`src/rtl/audio_source_arbiter.sv`:
```
// Mode/audio arbiter: debounces the mode selector, routes one sound source to the pins
// and inserts a silent gap of MUTE_CYCLES cycles on every switchover.
module audio_source_arbiter #(
  parameter int NUM_SRC         = 4,
  parameter int SEL_W           = 3,
  parameter int NOTE_W          = 4,
  parameter int LED_W           = 7,
  parameter int DEBOUNCE_CYCLES = 2000000,
  parameter int MUTE_CYCLES     = 100000
) (
  input  logic                      clk,
  input  logic                      reset,
  input  logic [SEL_W-1:0]          mode_select,
  input  logic [NUM_SRC-1:0]        src_speaker,
  input  logic [NUM_SRC*NOTE_W-1:0] src_note,
  input  logic [NUM_SRC*LED_W-1:0]  src_led,
  output logic [NUM_SRC-1:0]        src_enable,
  output logic                      speaker,
  output logic                      loud,
  output logic [NOTE_W-1:0]         note_out,
  output logic [LED_W-1:0]          led,
  output logic [SEL_W-1:0]          active_mode,
  output logic                      switching
);

  localparam int CNT_MAX = (DEBOUNCE_CYCLES > MUTE_CYCLES) ? DEBOUNCE_CYCLES : MUTE_CYCLES;
  localparam int CW      = $clog2(CNT_MAX + 1);
  localparam logic [CW-1:0] DEB_LAST  = CW'(DEBOUNCE_CYCLES - 1);
  localparam logic [CW-1:0] MUTE_LAST = CW'(MUTE_CYCLES - 1);
  localparam logic [CW-1:0] CNT_ONE   = CW'(1);

  typedef enum logic [0:0] {ST_ACTIVE = 1'b0, ST_MUTE = 1'b1} state_t;

  function automatic logic [NUM_SRC-1:0] onehot(input logic [SEL_W-1:0] m);
    logic [NUM_SRC-1:0] v;
    v = {NUM_SRC{1'b0}};
    for (int i = 0; i < NUM_SRC; i++) begin
      v[i] = (m == SEL_W'(i));
    end
    return v;
  endfunction

  logic [SEL_W-1:0]   sync1_r, sync2_r, cand_r, stable_r, mapped_s;
  logic [CW-1:0]      deb_cnt_r, deb_inc_s;
  state_t             state_r, state_next_s;
  logic [SEL_W-1:0]   target_r, target_next_s, mode_r, mode_next_s;
  logic [CW-1:0]      mute_cnt_r, mute_next_s;
  logic [NUM_SRC-1:0] mode_hot_s;
  logic               sel_speaker_s;
  logic [NOTE_W-1:0]  sel_note_s;
  logic [LED_W-1:0]   sel_led_s;
  logic               speaker_r, loud_r, switching_r;
  logic [NOTE_W-1:0]  note_r;
  logic [LED_W-1:0]   led_r;
  logic [NUM_SRC-1:0] enable_r;

  // Out-of-range selector codes fall back to free play.
  always_comb begin
    mapped_s = sync2_r;
    if (int'(sync2_r) >= NUM_SRC) begin
      mapped_s = {SEL_W{1'b0}};
    end else begin
      mapped_s = sync2_r;
    end
    deb_inc_s = (deb_cnt_r == DEB_LAST) ? deb_cnt_r : deb_cnt_r + CNT_ONE;
  end

  // Selector synchroniser and debounce; stable_sel updates as the counter reaches its last value.
  always_ff @(posedge clk) begin
    if (reset) begin
      sync1_r   <= {SEL_W{1'b0}};
      sync2_r   <= {SEL_W{1'b0}};
      cand_r    <= {SEL_W{1'b0}};
      stable_r  <= {SEL_W{1'b0}};
      deb_cnt_r <= {CW{1'b0}};
    end else begin
      sync1_r <= mode_select;
      sync2_r <= sync1_r;
      if (mapped_s != cand_r) begin
        cand_r    <= mapped_s;
        deb_cnt_r <= {CW{1'b0}};
      end else begin
        deb_cnt_r <= deb_inc_s;
        if (deb_inc_s == DEB_LAST) begin
          stable_r <= cand_r;
        end
      end
    end
  end

  // Source mux: AND-OR over the one-hot decode of the routed mode.
  always_comb begin
    mode_hot_s    = onehot(mode_r);
    sel_speaker_s = 1'b0;
    sel_note_s    = {NOTE_W{1'b0}};
    sel_led_s     = {LED_W{1'b0}};
    for (int i = 0; i < NUM_SRC; i++) begin
      sel_speaker_s = sel_speaker_s | (src_speaker[i] & mode_hot_s[i]);
      sel_note_s    = sel_note_s | (src_note[i*NOTE_W +: NOTE_W] & {NOTE_W{mode_hot_s[i]}});
      sel_led_s     = sel_led_s | (src_led[i*LED_W +: LED_W] & {LED_W{mode_hot_s[i]}});
    end
  end

  // Next-state logic: a new stable selection restarts the gap; returning to the routed mode aborts it.
  always_comb begin
    state_next_s  = state_r;
    target_next_s = target_r;
    mode_next_s   = mode_r;
    mute_next_s   = mute_cnt_r;
    case (state_r)
      ST_ACTIVE: begin
        mute_next_s = {CW{1'b0}};
        if (stable_r != mode_r) begin
          target_next_s = stable_r;
          state_next_s  = ST_MUTE;
        end else begin
          target_next_s = mode_r;
        end
      end
      ST_MUTE: begin
        if (stable_r != target_r) begin
          mute_next_s = {CW{1'b0}};
          if (stable_r == mode_r) begin
            target_next_s = mode_r;
            state_next_s  = ST_ACTIVE;
          end else begin
            target_next_s = stable_r;
          end
        end else if (mute_cnt_r == MUTE_LAST) begin
          mode_next_s  = target_r;
          state_next_s = ST_ACTIVE;
          mute_next_s  = {CW{1'b0}};
        end else begin
          mute_next_s = mute_cnt_r + CNT_ONE;
        end
      end
      default: begin
        state_next_s  = ST_ACTIVE;
        target_next_s = mode_r;
        mute_next_s   = {CW{1'b0}};
      end
    endcase
  end

  // State and output registers; speaker only follows a source once ACTIVE has lasted a cycle.
  always_ff @(posedge clk) begin
    if (reset) begin
      state_r     <= ST_ACTIVE;
      target_r    <= {SEL_W{1'b0}};
      mode_r      <= {SEL_W{1'b0}};
      mute_cnt_r  <= {CW{1'b0}};
      speaker_r   <= 1'b0;
      loud_r      <= 1'b0;
      note_r      <= {NOTE_W{1'b0}};
      led_r       <= {LED_W{1'b0}};
      enable_r    <= onehot({SEL_W{1'b0}});
      switching_r <= 1'b0;
    end else begin
      state_r     <= state_next_s;
      target_r    <= target_next_s;
      mode_r      <= mode_next_s;
      mute_cnt_r  <= mute_next_s;
      if ((state_r == ST_ACTIVE) && (state_next_s == ST_ACTIVE)) begin
        speaker_r <= sel_speaker_s;
        note_r    <= sel_note_s;
        led_r     <= sel_led_s;
      end else begin
        speaker_r <= 1'b0;
        note_r    <= {NOTE_W{1'b0}};
        led_r     <= {LED_W{1'b0}};
      end
      loud_r      <= (state_next_s == ST_ACTIVE);
      enable_r    <= (state_next_s == ST_ACTIVE) ? onehot(mode_next_s) : {NUM_SRC{1'b0}};
      switching_r <= (state_next_s == ST_MUTE);
    end
  end

  assign src_enable  = enable_r;
  assign speaker     = speaker_r;
  assign loud        = loud_r;
  assign note_out    = note_r;
  assign led         = led_r;
  assign active_mode = mode_r;
  assign switching   = switching_r;

endmodule

```
`config.mk`:
```
export PLATFORM = sky130hd
export DESIGN_NAME = audio_source_arbiter
export DESIGN_NICKNAME = d
export VERILOG_FILES = /design/src/rtl/audio_source_arbiter.sv
export SDC_FILE = /design/constraint.sdc
export NUM_CORES = 1
export LEC_CHECK = 0
export CAP_MARGIN = 5
export CORE_ASPECT_RATIO = 0.8
export CORE_MARGIN = 2
export CORE_UTILIZATION = 51
export CTS_CLUSTER_DIAMETER = 60
export CTS_CLUSTER_SIZE = 14
export DETAILED_ROUTE_END_ITERATION = 16
export HOLD_SLACK_MARGIN = 0.15
export PLACE_DENSITY_LB_ADDON = 0.1
export SLEW_MARGIN = 20
export SYNTH_ARGS = -nofsm -noshare
export SYNTH_HDL_FRONTEND = slang
export SYNTH_SLANG_ARGS = --single-unit
```
`constraint.sdc`:
```
create_clock -name clk -period 3.7 [get_ports clk]
set_clock_uncertainty 0.1 [all_clocks]
set_input_delay 0.555 -clock clk [delete_from_list [all_inputs] [get_ports clk]]
set_output_delay 0.555 -clock clk [all_outputs]
set_load 0.02 [all_outputs]
```
* After elaboration in Yosys (flattened, before gate mapping) *
Index checks and enable logic that the tools add are counted.

cells by class
  equality and inequality tests = 14
  reduce and logical (&&, ||, !) cells = 7
  multiplexer cells = 18
  $lt $le $gt $ge = 1
  add/sub/neg operators = 2
  bitwise operators = 25

operator list
  kind                                                      count
  2-to-1 mux 21 bit                                         3
  adder 21 x 1 -> 21 bit, second input constant             2
  equality test 21 bit, second input constant               2
  case mux 21 bit (2 select lines)                          1
  bitwise AND 7 bit                                         4
  equality test 21 x 17 -> 1 bit, second input constant     1
  2-to-1 mux 3 bit                                          7
  bitwise OR 7 bit                                          3
  bitwise AND 4 bit                                         4
  equality test 3 x 2 -> 1 bit, second input constant       4
  bitwise OR 4 bit                                          3
  inequality test 3 bit                                     3
  equality test 3 x 1 -> 1 bit, second input constant       2
  logical NOT 3 bit                                         2
  case mux 3 bit (2 select lines)                           1
  OR reduction 2 bit                                        3
  2-to-1 mux 1 bit                                          5
  bitwise AND 1 bit                                         4
  inverter 1 bit                                            4
  equality test 3 bit                                       1
  greater-or-equal comparator 3 bit, second input constant  1
  bitwise OR 1 bit                                          3
  inequality test 2 x 1 -> 1 bit, second input constant     1
  case mux 1 bit (2 select lines)                           1
  other kinds (2)                                           2

word-level totals
  logic and storage cells = 82
  flip-flop bits (word level) = 78

* Longest topological paths before layout *
Gate-level depths: netlist of the first run.

  depth after elaboration = 8
  depth in mapped cells = 9
  depth with buffers taken out = 7

* Worst setup path after synthesis of the first run *
Ideal clock, no wire load.

  path kind = reg2reg
  from = reg deb_cnt_r[0]
  to = reg stable_r[0]
  slack = 0.846 ns
  cell stages (with the launch flop) = 9
  arrival = 2.634 ns
  cells stage by stage = dfxtp_1 -> ha_1 -> and3_1 -> clkbuf_1 -> nand4_1 -> nor2_1 -> mux2_2 -> nor4_1 -> mux2_2

on the way
  word-level cells in the longest chain between the ends = 4
  elaborated cells on any way between the ends = 5
  classes of those cells = 1 x add/sub; 2 x eq/ne; 1 x mux; 1 x reduce/logical

RTL lines
  item                                                                   RTL line  text
  from (decl)                                                            44        logic [CW-1:0] deb_cnt_r, deb_inc_s;
  from (signal assigned)                                                 75        deb_cnt_r <= {CW{1'b0}};
  from (signal assigned)                                                 81        deb_cnt_r <= {CW{1'b0}};
  from (signal assigned)                                                 83        deb_cnt_r <= deb_inc_s;
  adder 21 x 1 -> 21 bit / equality test 21 bit (equally long branches)  65        deb_inc_s = (deb_cnt_r == DEB_LAST) ? deb_cnt_r : deb_cnt_r + CNT_ONE;
  2-to-1 mux 21 bit *                                                    65
  equality test 21 bit *                                                 84        if (deb_inc_s == DEB_LAST) begin
  AND reduction 2 bit (no line) *                                        -
  to (signal assigned)                                                   74        stable_r <= {SEL_W{1'b0}};
  to (signal assigned)                                                   85        stable_r <= cand_r;
  to (decl)                                                              43        logic [SEL_W-1:0] sync1_r, sync2_r, cand_r, stable_r, mapped_s;

Every way passes the cells marked *; elsewhere a longest branch is shown, timed or not.
A chain may end at the register's enable or synchronous reset.

* Worst setup path after layout of the first run *
Ends and elaborated chain as after synthesis.

==> flow_summary.yaml, run 1 <==
job:
  drv_cap: 0
routing:
  drc_errors: 0
  detail_route.vias_per_cell: 5.31
  first_pass_iters: 4
  drt-initial-drc-count: 130
  wl_mm: 7.36
  dr_total_vias: 2803
  wire_per_inst_um: 13.9
  ant_nets: 0
floorplanning:
  die_y_um: 78.2
  initial_core_util_pct: 51.9
  design.die.area_um2: 7560
  io_pins: 74
  core_um2: 6760
  std_cell_rows: 27
  die_w_um: 96.7
synthesis:
  yosysUniqueCellTypes: 45
  yosysTopAreaCell: "dfxtp_1"
  synth_nets: 421
  yosysWarningCount: 0
  async_reset_ff_share_pct: 0
  synth_edf_count: 0
  yosysMostFrequentCell: "dfxtp_1"
  ys_seq_elements: 78
  synth.area.top_cells: "dfxtp_1 (44%), mux4_2 (7.7%), xnor2_1 (5.5%)"
  avgSynthCellArea_um2: 9.59
  syn-cell-area_um2: 3510
  yosysSeqAreaShare_pct: 44.5
  synth_cells: 366
  synth_top_area_share_pct: 44.5
  synth_common_cells: "dfxtp_1 (78), nor2_1 (50), nor2b_1 (27), nand2_1 (24), xnor2_1 (22)"
  synth_flop_cell: "dfxtp_1"
final_layout:
  seqCellArea_um2: 1560
  antenna_cells: 0
  multi_input_area_um2: 1870
  nFillCells: 575
  nets: 492
  drive_above_1_share_pct: 9.07
  syn_to_final_growth_pct: 29.6
  stdcell_area_um2: 4550
timing:
  max_freq_mhz: 320
  whs_ns: 0.334
  relSlewSlack_pct: 49.4
  setup_viol: 0
  fin_ws_ns: 0.579
  timing.final.hold_violations: 0
  fin_crit_sh_pct: 84.4
  period_minus_slack_ns: 3.12
  tightestPinTransition_ns: 0.759
  finalSetupTns_ns: 0
  rsz0062_at_grt: "false"
  maxSlewViolCount: 0
place:
  portBuffers: 73
  dp_slack_ns: 0.595
  place_area_um2: 4310
  place_congestion: 0.877
  dp_hpwl_mm: 5.46
power:
  switching_share_pct: 19.0
  p_sw_mw: 0.327
  vdd_drop_max_mv: 0.465
  p_leak_nw: 1.55
  total_power_mw: 1.72
  power_frac_clock_pct: 43.3
  p_per_area_nw_per_um2: 378
  p_int_mw: 1.39
  pwr-share-comb_pct: 6.8
  power.share.sequential_pct: 49.9
global_routing:
  grt_start_max_net_pins: 22
  antenna_found_initial: 0
  grtUsageTotal_pct: 20.1
  grt_pass1_vias: 2523
  grt_pass1_wl_mm: 12.2
  grt_overflow: 0
clocking:
  cts_setup_buffers: 0
  h-tree-depth: 3
  cts_buffers: 9
  clk-insertion-delay-late_ns: 0.34
  cts-resized-gates: 0
  cts.sinks: 78
  cts_buffer_depth: 2
  hold_buffers: 0
  cts_root_buf: "clkbuf_8"
  clk_pin_slew_worst_paths_ns: 0.07
  cts_tree: "yes"
worst_hold_path:
  hold_class: "reg -> reg"
  holdCritStartpoint: "sync1_r[1]"
critical_path:
  rr_startpoint: "deb_cnt_r[0]"
  crit_type: "reg -> reg"
  crit_top_cell: "mux2_2"
  critPathLaunch: "deb_cnt_r[0]"
  path_buf_inv: 0
  cp-start-kind: "flip-flop"
  cp-end-kind: "flip-flop"
  cp_cell_sequence: "ha_1 > and3_1 > nand4_1 > nor2_1 > mux2_2 > nor4_1 > mux2_2"
  worstPathRequired_ns: 3.83
  path_delay_family: "simple AND/OR/NAND/NOR gates"
  arrival_ns: 3.25
  cp_max_fo: 7
  slowest_stage: "nor4_1"
  critPathMaxStageDelay_ns: 0.47
run_status:
  status: "finished, final reports clean"
path summary, 6_finish.rpt:
path | depth (start not counted) | end | slack (ns)
worst max register to register | 7 | stable_r[0] | 0.58
worst min-delay path | 1 | sync2_r[1] | 0.33
worst min register to register | 1 | sync2_r[1] | 0.33
worst max-delay path | 7 | stable_r[0] | 0.58
per-layer routing:
metal,track usage [%],wire length (µm)
met4,6.34,69
met3,7.84,448
met1,26.7,3670
met2,30.1,3170
met5,0,0
sequential cells by signal, summed over array words and instances, names as in the netlist, 4 cells and up:
register	count
mute_cnt_r	21
note_out	4
led	7
src_enable	4
deb_cnt_r	21
area by class of cell:
class                      count  area share, %
multi-input combinational    267           41.1
sequential                    78           34.3
timing repair buffer          76           16.6
clock buffer                  11           3.11
tap                           87           2.39
clock inverter                 4           2.09
inverter                       5          0.413
per-stage QoR:
step | utilization (%) | instances
finish | 67.3 | 528
global route | 67.3 | 528
CTS | 67.3 | 528
detailed placement | 63.8 | 513
global placement | 63.8 | 513
floorplan | - | 366
cells in the final DEF, fill, tap and decap left out, drive strengths merged, types with 4 or more instances in the layout:
cell type | netlist | final
inv | 5 | 5
nor2b | 27 | 27
xnor2 | 22 | 22
mux4 | 12 | 12
nand3 | 14 | 14
clkbuf | 14 | 11
dfxtp | 78 | 78
nor4 | 5 | 5
xor2 | 21 | 21
a21oi | 8 | 8
mux2i | 5 | 5
nor2 | 51 | 51
and3 | 8 | 8
nor3 | 6 | 6
clkdlybuf4s50 | 0 | 73
o21ai | 7 | 7
and4 | 4 | 4
o211ai | 4 | 4
nand4 | 12 | 12
nand2 | 24 | 24
or3 | 4 | 4
cells by family after synthesis:
logic type      after synthesis  share of synthesized area (%)
mux                          20                           10.1
flops                        78                           44.5
compound gates               28                           5.03
buf+inv                      21                           2.25
simple gates                173                           26.6
xor+xnor                     43                           10.7
other cells                   1                          0.107
fa+ha+maj                     2                          0.713
power by group through the flow:
stage	logic, mW	clock network, mW	registers, mW
after floorplan	0.0310	0	0.887
after global placement	0.116	0	0.877
after detailed placement	0.118	0	0.878
after CTS	0.118	0.769	0.858
after global routing	0.124	0.804	0.859
final	0.117	0.745	0.858
No activity file was read; power rests on OpenSTA's default activity.
==> run 2, diff against run 1 <==
Settings changed: CORE_UTILIZATION 51 to 46.
Clock period 3.7 ns to 2.69 ns, I/O delays scaled along.
==> run 2 against run 1 <==
Effect of this change:
- via count grew 0.96%
- first-iteration DRC count shrank 25%
- total power grew 23%
- hold slack gained 0.0081 ns
==> flow_summary.yaml, run 2 (synthesis results as in run 1) <==
clocking:
  cts_buffers: 9
  cts.sinks: 78
  cts-resized-gates: 0
  clk_pin_slew_worst_paths_ns: 0.08
  cts_tree: "yes"
  clk-insertion-delay-late_ns: 0.34
  cts_buffer_depth: 2
  cts_setup_buffers: 0
  h-tree-depth: 3
  cts_root_buf: "clkbuf_8"
  hold_buffers: 0
routing:
  first_pass_iters: 4
  ant_nets: 0
  drt-initial-drc-count: 98
  dr_total_vias: 2830
  top_layer: "met4"
  detail_route.vias_per_cell: 5.08
  wl_mm: 7.59
  wl_met2_mm: 3.27
  wire_per_inst_um: 13.6
  drc_errors: 0
  drt-met1-wl_mm: 3.83
  wl_met3_um: 414
final_layout:
  nFillCells: 640
  drive_above_1_share_pct: 11.9
  seqCellArea_um2: 1560
  antenna_cells: 0
  nets: 502
  layout_common_cells: "dfxtp_1 (78), clkdlybuf4s50_1 (73), nor2_1 (49), nor2b_1 (27), nand2_1 (24)"
  syn_to_final_growth_pct: 30.8
  post-route-util_pct: 62.1
  multi_input_area_um2: 1880
  final_common_cell: "dfxtp_1"
place:
  portBuffers: 73
  dp_slack_ns: 0.110
  dp_hpwl_mm: 5.72
  place_congestion: 0.811
global_routing:
  grt_start_max_net_pins: 22
  grt_overflow: 0
  antenna_found_initial: 0
  grt_pass1_vias: 2669
  grtUsageTotal_pct: 19.6
  grt_pass1_wl_mm: 12.6
critical_path:
  path_delay_family: "simple AND/OR/NAND/NOR gates"
  crit_top_cell: "or4_1"
  critPathMaxStageDelay_ns: 0.56
  rr_worst_depth: 5
  worstPathRequired_ns: 2.88
  path_buf_inv: 0
  worst-path-stages: 5
  crit_type: "reg -> reg"
  arrival_ns: 2.80
  cp-end-kind: "flip-flop"
  cp_cell_sequence: "or4_1 > or4b_4 > or4_1 > o32ai_1 > and2_1"
  cp_max_fo: 3
  cp-start-kind: "flip-flop"
  slowest_stage: "or4b_4"
timing:
  period_minus_slack_ns: 2.61
  setup_viol: 0
  finalSetupTns_ns: 0
  whs_ns: 0.342
  fin_crit_sh_pct: 97.1
  relSlewSlack_pct: 46.9
  fin_ws_ns: 0.0782
  tightestPinTransition_ns: 0.796
  rsz0062_at_grt: "false"
  timing.final.hold_violations: 0
  max_freq_mhz: 383
  maxSlewViolCount: 0
worst_hold_path:
  min_path_cells: 1
  hold_class: "reg -> reg"
floorplanning:
  die_y_um: 82.1
  std_cell_rows: 28
  io_pins: 74
  core_um2: 7390
  design.die.area_um2: 8350
  initial_core_util_pct: 47.5
  die_w_um: 102
power:
  vdd_drop_max_mv: 0.292
  p_leak_nw: 1.56
  total_power_mw: 2.11
  p_per_area_nw_per_um2: 460
run_status:
  status: "finished, final reports clean"
job:
  drv_cap: 0
run 2: cell type report:
class,instances,share of cell area [%]
Multi-Input combinational cell,267,40.9
Sequential cell,78,34.0
Timing Repair Buffer,86,18.0
Inverter,5,0.409
Tap cell,105,2.86
Clock buffer,9,2.70
Clock inverter,7,1.09
run 2: metrics by stage:
stage	area (µm²)	std cells
after CTS	4590	557
after global routing	4590	557
after detailed placement	4420	541
final	4590	557
after global placement	4420	541
after floorplan	3520	366
run 2: routing by layer:
metal | GRT usage [%] | up-vias
met2 | 27.4 | 50
met5 | 0 | -
li1 | - | 1442
met1 | 27.9 | 1332
met3 | 7.24 | 6
met4 | 6.49 | 0
run 2: path summary, 6_finish.rpt:
kind	from	end	slack, ns
hold reg to reg	sync1_r[2]	sync2_r[2]	0.34
setup reg to reg	mute_cnt_r[6]	src_enable[2]	0.08
hold / removal	sync1_r[2]	sync2_r[2]	0.34
setup / recovery	mute_cnt_r[6]	src_enable[2]	0.08
run 2: report_power, final:
group,switching (mW),total (mW),internal [mW]
Clock,0.436,0.771,0.336
Combinational,0.0533,0.163,0.110
Sequential,0.00654,1.18,1.17
Total,0.495,2.11,1.62
==> run 3, diff against run 2 <==
Settings changed: GPL_ROUTABILITY_DRIVEN set to 0, HOLD_SLACK_MARGIN 0.15 to not set.
==> results of run 3 <==
The final DEF is identical to that of run 2; final timing and power are the same.
==> RTL change 1 (flow settings as in run 1) <==
Make the reset (`reset`) asynchronous in 2 clocked blocks.
--- a/src/rtl/audio_source_arbiter.sv
+++ b/src/rtl/audio_source_arbiter.sv
@@ -68,3 +68,3 @@
   // Selector synchroniser and debounce; stable_sel updates as the counter reaches its last value.
-  always_ff @(posedge clk) begin
+  always_ff @(posedge clk or posedge reset) begin
     if (reset) begin
@@ -145,3 +145,3 @@
   // State and output registers; speaker only follows a source once ACTIVE has lasted a cycle.
-  always_ff @(posedge clk) begin
+  always_ff @(posedge clk or posedge reset) begin
     if (reset) begin
Function: differs if reset is asserted again (counterexample within 4 cycles, from zero or initial values and one cycle with reset high); with reset held inactive, the same outputs for 10 cycles.
==> RTL change 1 against run 1 <==
  * Worst setup slack improved by 0.29 ns
  * Sequential power increased by 2%
  * Cell count decreased by 1.5%
  * Routed wire length up 14%
  * First-iteration DRC count down 19%
  * Critical endpoint is now stable_r[1]
  * Total power up 3.4%
  * Highest routed layer unchanged
  * Synthesized area grew 10%
  * Sequential cell count unchanged
  * Cell area rose by 7.6%
==> RTL change 1: results (changes against run 1) <==
{| class="wikitable"
! Metric !! Value
|-
| Top cells by area, synth || sky130_fd_sc_hd__dfrtp_1 50%, sky130_fd_sc_hd__mux4_2 7.0%, sky130_fd_sc_hd__xnor2_1 5.7% (was sky130_fd_sc_hd__dfxtp_1 44%, sky130_fd_sc_hd__mux4_2 7.7%, sky130_fd_sc_hd__xnor2_1 5.5%)
|-
| Vias in the first global route || 2776 (was 2523)
|-
| Antenna violations before repair || 0 (unchanged)
|-
| Average wire per standard cell || 16.12 um (was 13.94 um)
|-
| Number of distinct standard cells referenced by the synthesized netlist || 51 (was 45)
|-
| Sequential-to-total area share from yosys stat || 50.60% (was 44.49%)
|-
| Reg-to-Reg Start || deb_cnt_r[4] (was deb_cnt_r[0])
|-
| Commonest cells in the synthesized netlist || 77 x sky130_fd_sc_hd__dfrtp_1, 51 x sky130_fd_sc_hd__nor2_1, 25 x sky130_fd_sc_hd__xnor2_1 (was 78 x sky130_fd_sc_hd__dfxtp_1, 50 x sky130_fd_sc_hd__nor2_1, 27 x sky130_fd_sc_hd__nor2b_1)
|-
| Pin count of the biggest net entering global routing || 45 (was 22)
|-
| Count of filler cells inserted in the layout || 593 (was 575)
|-
| Final Wtd Congestion || 0.8901 (was 0.8765)
|-
| Worst vdd rail ir drop || 0.0003395 V (was 0.0004648 V)
|-
| Nets@finish || 480 (was 492)
|-
| Worst reg-to-reg setup slack || 0.87 ns (was 0.58 ns)
|-
| Fraction of final layout cells sized beyond drive strength 1 || 9.302% (was 9.070%)
|-
| Classification of the worst-slack hold path || reg -> reg (unchanged)
|-
| Count of synthesis-stage warnings from yosys || 0 (unchanged)
|-
| Placement-stage cell area || 4647 um^2 (was 4312 um^2)
|-
| Cell depth of the worst flop-to-flop path || 6 (was 7)
|-
| CP max stage delay || 0.64 ns (was 0.47 ns)
|-
| Post-CTS resize count || 0 (unchanged)
|-
| First-pass GRT wire length || 13570 um (was 12220 um)
|-
| Endpoint of the worst hold path || sync2_r[1] (unchanged)
|-
| Synthesized area per cell || 10.78 um^2 (was 9.589 um^2)
|-
| Slew at the pin closest to its max-slew limit || 0.7342 ns (was 0.7587 ns)
|-
| HPWL Detailed || 6273 um (was 5459 um)
|-
| Starting DRC count in detailed routing || 105 (was 130)
|-
| Vias per cell || 5.454 (was 5.309)
|-
| Area delta synth->final || 26.84% (was 29.59%)
|-
| Run status || finished, final reports clean (unchanged)
|-
| Static leakage || 1.970 nW (was 1.548 nW)
|-
| Worst hold path startpoint || sync1_r[1] (unchanged)
|-
| Cells on Worst Hold Path || 0 (was 1)
|-
| Reg2Reg Capture Point || stable_r[1] (was stable_r[0])
|-
| Number of instances in the placed design || 504 (was 513)
|-
| Routed WL || 8382 um (was 7360 um)
|-
| Max H-tree Level || 3 (unchanged)
|-
| Top fanout value on the critical path || 9 (was 7)
|-
| All-Layer GR Usage || 21.48% (was 20.06%)
|-
| Nets in the synthesized netlist || 413 (was 421)
|-
| Asr flop ratio synth || 100.0% (was 0%)
|-
| Setup Slack @ Placement || 0.8895 ns (was 0.5954 ns)
|}
## RTL change 1: changes by cell type after synthesis, moves of 5 or more
cell                      change
sky130_fd_sc_hd__dfrtp_1     +77
sky130_fd_sc_hd__nor2b_1     -11
sky130_fd_sc_hd__a21oi_1      -6
sky130_fd_sc_hd__dfxtp_1     -78
sky130_fd_sc_hd__inv_1        +9
sky130_fd_sc_hd__nand3_1      +5
sky130_fd_sc_hd__buf_2        +7
sky130_fd_sc_hd__nand2_1      -8
## RTL change 1: cell type report
type	count	area share, %
Clock inverter	3	1.840
Sequential cell	78	39.89
Clock buffer	13	3.246
Inverter	15	1.150
Timing Repair Buffer	76	15.64
Multi-Input combinational cell	245	35.93
Tap cell	90	2.300
## RTL change 1: through the flow
step                total power, mW  hold WS (ns)
floorplan                    0.9340        0.2312
detailed placement            1.018        0.2355
global placement              1.014        0.2360
CTS                           1.800        0.2545
global route                  1.844        0.2554
finish                        1.778        0.2509
## RTL change 1: metal layers
metal	global-route usage, %	wire [um]	up-vias
met5	0	0	-
met4	6.081	97	0
met3	6.809	691	9
met2	33.18	3700	92
met1	29.47	3892	1357
li1	-	-	1378
## RTL change 1: kinds of logic after synthesis
logic type / after synthesis / synth area share (%)
mux: 18 / 8.655
flops: 78 / 50.60
buf+inv: 35 / 3.825
fa+ha+maj: 2 / 0.6482
simple gates: 154 / 21.46
compound gates: 26 / 4.733
other cells: 1 / 0.09715
xor+xnor: 44 / 9.984
## RTL change 1: how the worst max path moves through the flow
stage | to | slack (ns) | cells after the start | start
final | stable_r[1] | 0.87 | 6 | deb_cnt_r[4]
after CTS | stable_r[1] | 0.85 | 6 | deb_cnt_r[4]
after global placement | stable_r[1] | 0.94 | 6 | deb_cnt_r[4]
after detailed placement | stable_r[1] | 0.89 | 6 | deb_cnt_r[4]
after floorplan | active_mode[0] | 1.05 | 1 | reset
after global routing | stable_r[1] | 0.66 | 6 | deb_cnt_r[4]
## RTL change 1: worst max-delay path, delay by kind of cell, from the launching register on
kind,cells,cell delay [ns]
flops,1,0.50
compound gates,1,0.16
simple gates,3,1.30
mux,2,0.66
## RTL change 1: power breakdown
| group | total (mW) | internal, mW | switching [mW] |
|---|---|---|---|
| clock network | 0.780 | 0.486 | 0.294 |
| registers | 0.871 | 0.865 | 0.00586 |
| logic | 0.128 | 0.0777 | 0.0503 |
| total | 1.78 | 1.43 | 0.350 |
==> RTL change 2 (settings of run 1) <==
Without the edit above. The parameter `LED_W` goes from 7 to 9.
--- a/src/rtl/audio_source_arbiter.sv
+++ b/src/rtl/audio_source_arbiter.sv
@@ -6,3 +6,3 @@
   parameter int NOTE_W          = 4,
-  parameter int LED_W           = 7,
+  parameter int LED_W           = 9,
   parameter int DEBOUNCE_CYCLES = 2000000,
Interface: changed (resized led and src_led); port bits go from 74 to 84. The function was not compared with the original's and may differ.
==> RTL change 2 against run 1 <==
  * Cell area grew 7.0%
  * Critical endpoint unchanged
  * Total power shrank 6.6%
  * Die area grew 8.8%
  * First-iteration DRC count grew 6.9%
  * Sequential cell count grew 2
  * Global-route usage grew 2.0 points
  * Worst setup slack gained 0.085 ns
  * Synthesized area grew 9.2%
  * Largest cell class unchanged
  * Routed wire length grew 19%
  * Critical path depth grew 1
  * Combinational power grew 15%
  * Cell count grew 12%
==> RTL change 2: results (changes against run 1) <==
{| class="wikitable"
! Metric !! Value
|-
| Run status || finished, final reports clean (unchanged)
|-
| Synthesized area per cell || 9.020 um^2 (was 9.589 um^2)
|-
| Placement-stage cell area || 4686 um^2 (was 4312 um^2)
|-
| Power dissipated in the clock network || 0.590 mW (was 0.745 mW)
|-
| CP max stage delay || 0.52 ns (was 0.47 ns)
|-
| Starting DRC count in detailed routing || 139 (was 130)
|-
| Worst vdd rail ir drop || 0.0002365 V (was 0.0004648 V)
|-
| Final std cells w/o fill || 593 (was 528)
|-
| Crit path max-delay cell type || sky130_fd_sc_hd__dfxtp_1 (was sky130_fd_sc_hd__nor4_1)
|-
| HPWL Detailed || 6517 um (was 5459 um)
|-
| Combinational-cell power consumption || 0.135 mW (was 0.117 mW)
|-
| Fraction of met1 tracks used by global routing || 29.04% (was 26.73%)
|-
| Met3 capacity usage during global routing || 6.638% (was 7.836%)
|-
| Routed wl met2 || 4019 um (was 3167 um)
|-
| I/O Buffers || 83 (was 73)
|-
| Static leakage || 1.681 nW (was 1.548 nW)
|-
| Number of distinct standard cells referenced by the synthesized netlist || 60 (was 45)
|-
| Amount of wire on met3 after detailed routing || 593 um (was 448 um)
|-
| Vias per cell || 5.506 (was 5.309)
|-
| Comb power frac || 8.4% (was 6.8%)
|-
| Number of instances in the placed design || 577 (was 513)
|-
| Commonest cells in the synthesized netlist || 80 x sky130_fd_sc_hd__dfxtp_1, 74 x sky130_fd_sc_hd__nor2_1, 28 x sky130_fd_sc_hd__nand2_1 (was 78 x sky130_fd_sc_hd__dfxtp_1, 50 x sky130_fd_sc_hd__nor2_1, 27 x sky130_fd_sc_hd__nor2b_1)
|-
| Slew at the pin closest to its max-slew limit || 0.8365 ns (was 0.7587 ns)
|-
| Worst-Skew Late Latency || 0.36 ns (was 0.34 ns)
|-
| Met1 Routed Length || 3976 um (was 3674 um)
|-
| Top cells by area, synth || sky130_fd_sc_hd__dfxtp_1 42%, sky130_fd_sc_hd__nor2_1 7.2%, sky130_fd_sc_hd__xnor2_1 5.9% (was sky130_fd_sc_hd__dfxtp_1 44%, sky130_fd_sc_hd__mux4_2 7.7%, sky130_fd_sc_hd__xnor2_1 5.5%)
|-
| Average wire per standard cell || 14.76 um (was 13.94 um)
|}
-- RTL change 2: cell count changes after synthesis, sizes merged, moves of 4 or more --
cell and change:
buf +8, mux4 -6, nor3 +6, a221oi +7
nor2 +25, a22oi +8, xor2 -4, xnor2 +4
o211ai -4, nor2b -4, nand2 +4
-- RTL change 2: final cells by class --
cell class	count	area (um^2)
Inverter	5	18.77
Clock inverter	7	55.05
Sequential cell	80	1602
Tap cell	90	112.6
Fill cell	627	2492
Clock buffer	9	123.9
Multi-Input combinational cell	318	2115
Timing Repair Buffer	84	838.3
-- RTL change 2: path summary, 6_finish.rpt --
path	cells past startpoint	endpoint	startpoint	slack, ns
min reg2reg	1	sync2_r[1]	sync1_r[1]	0.35
max	8	stable_r[0]	deb_cnt_r[0]	0.66
max reg2reg	8	stable_r[0]	deb_cnt_r[0]	0.66
min	1	sync2_r[1]	sync1_r[1]	0.35
-- RTL change 2: worst reg2reg max path, cell delays in order, from the launching register on --
cell and delay, ns:
sky130_fd_sc_hd__dfxtp_1 0.52, sky130_fd_sc_hd__ha_1 0.40, sky130_fd_sc_hd__nand3_2 0.31, sky130_fd_sc_hd__or3_4 0.51, sky130_fd_sc_hd__nor2_8 0.20, sky130_fd_sc_hd__nand3_1 0.10
sky130_fd_sc_hd__a21o_1 0.19, sky130_fd_sc_hd__nand4b_1 0.25, sky130_fd_sc_hd__mux2_1 0.37
-- RTL change 2: logic make-up (layout without fill, tap and decap cells) --
kind of cell	Yosys count	after routing	share of synthesized area, %
compound gates	49	49	9.139
xor+xnor	43	43	9.824
flops	80	80	41.78
simple gates	211	211	30.29
fa+ha+maj	2	2	0.6526
other cells	1	1	0.09782
mux	12	12	5.157
buf+inv	27	105	3.068
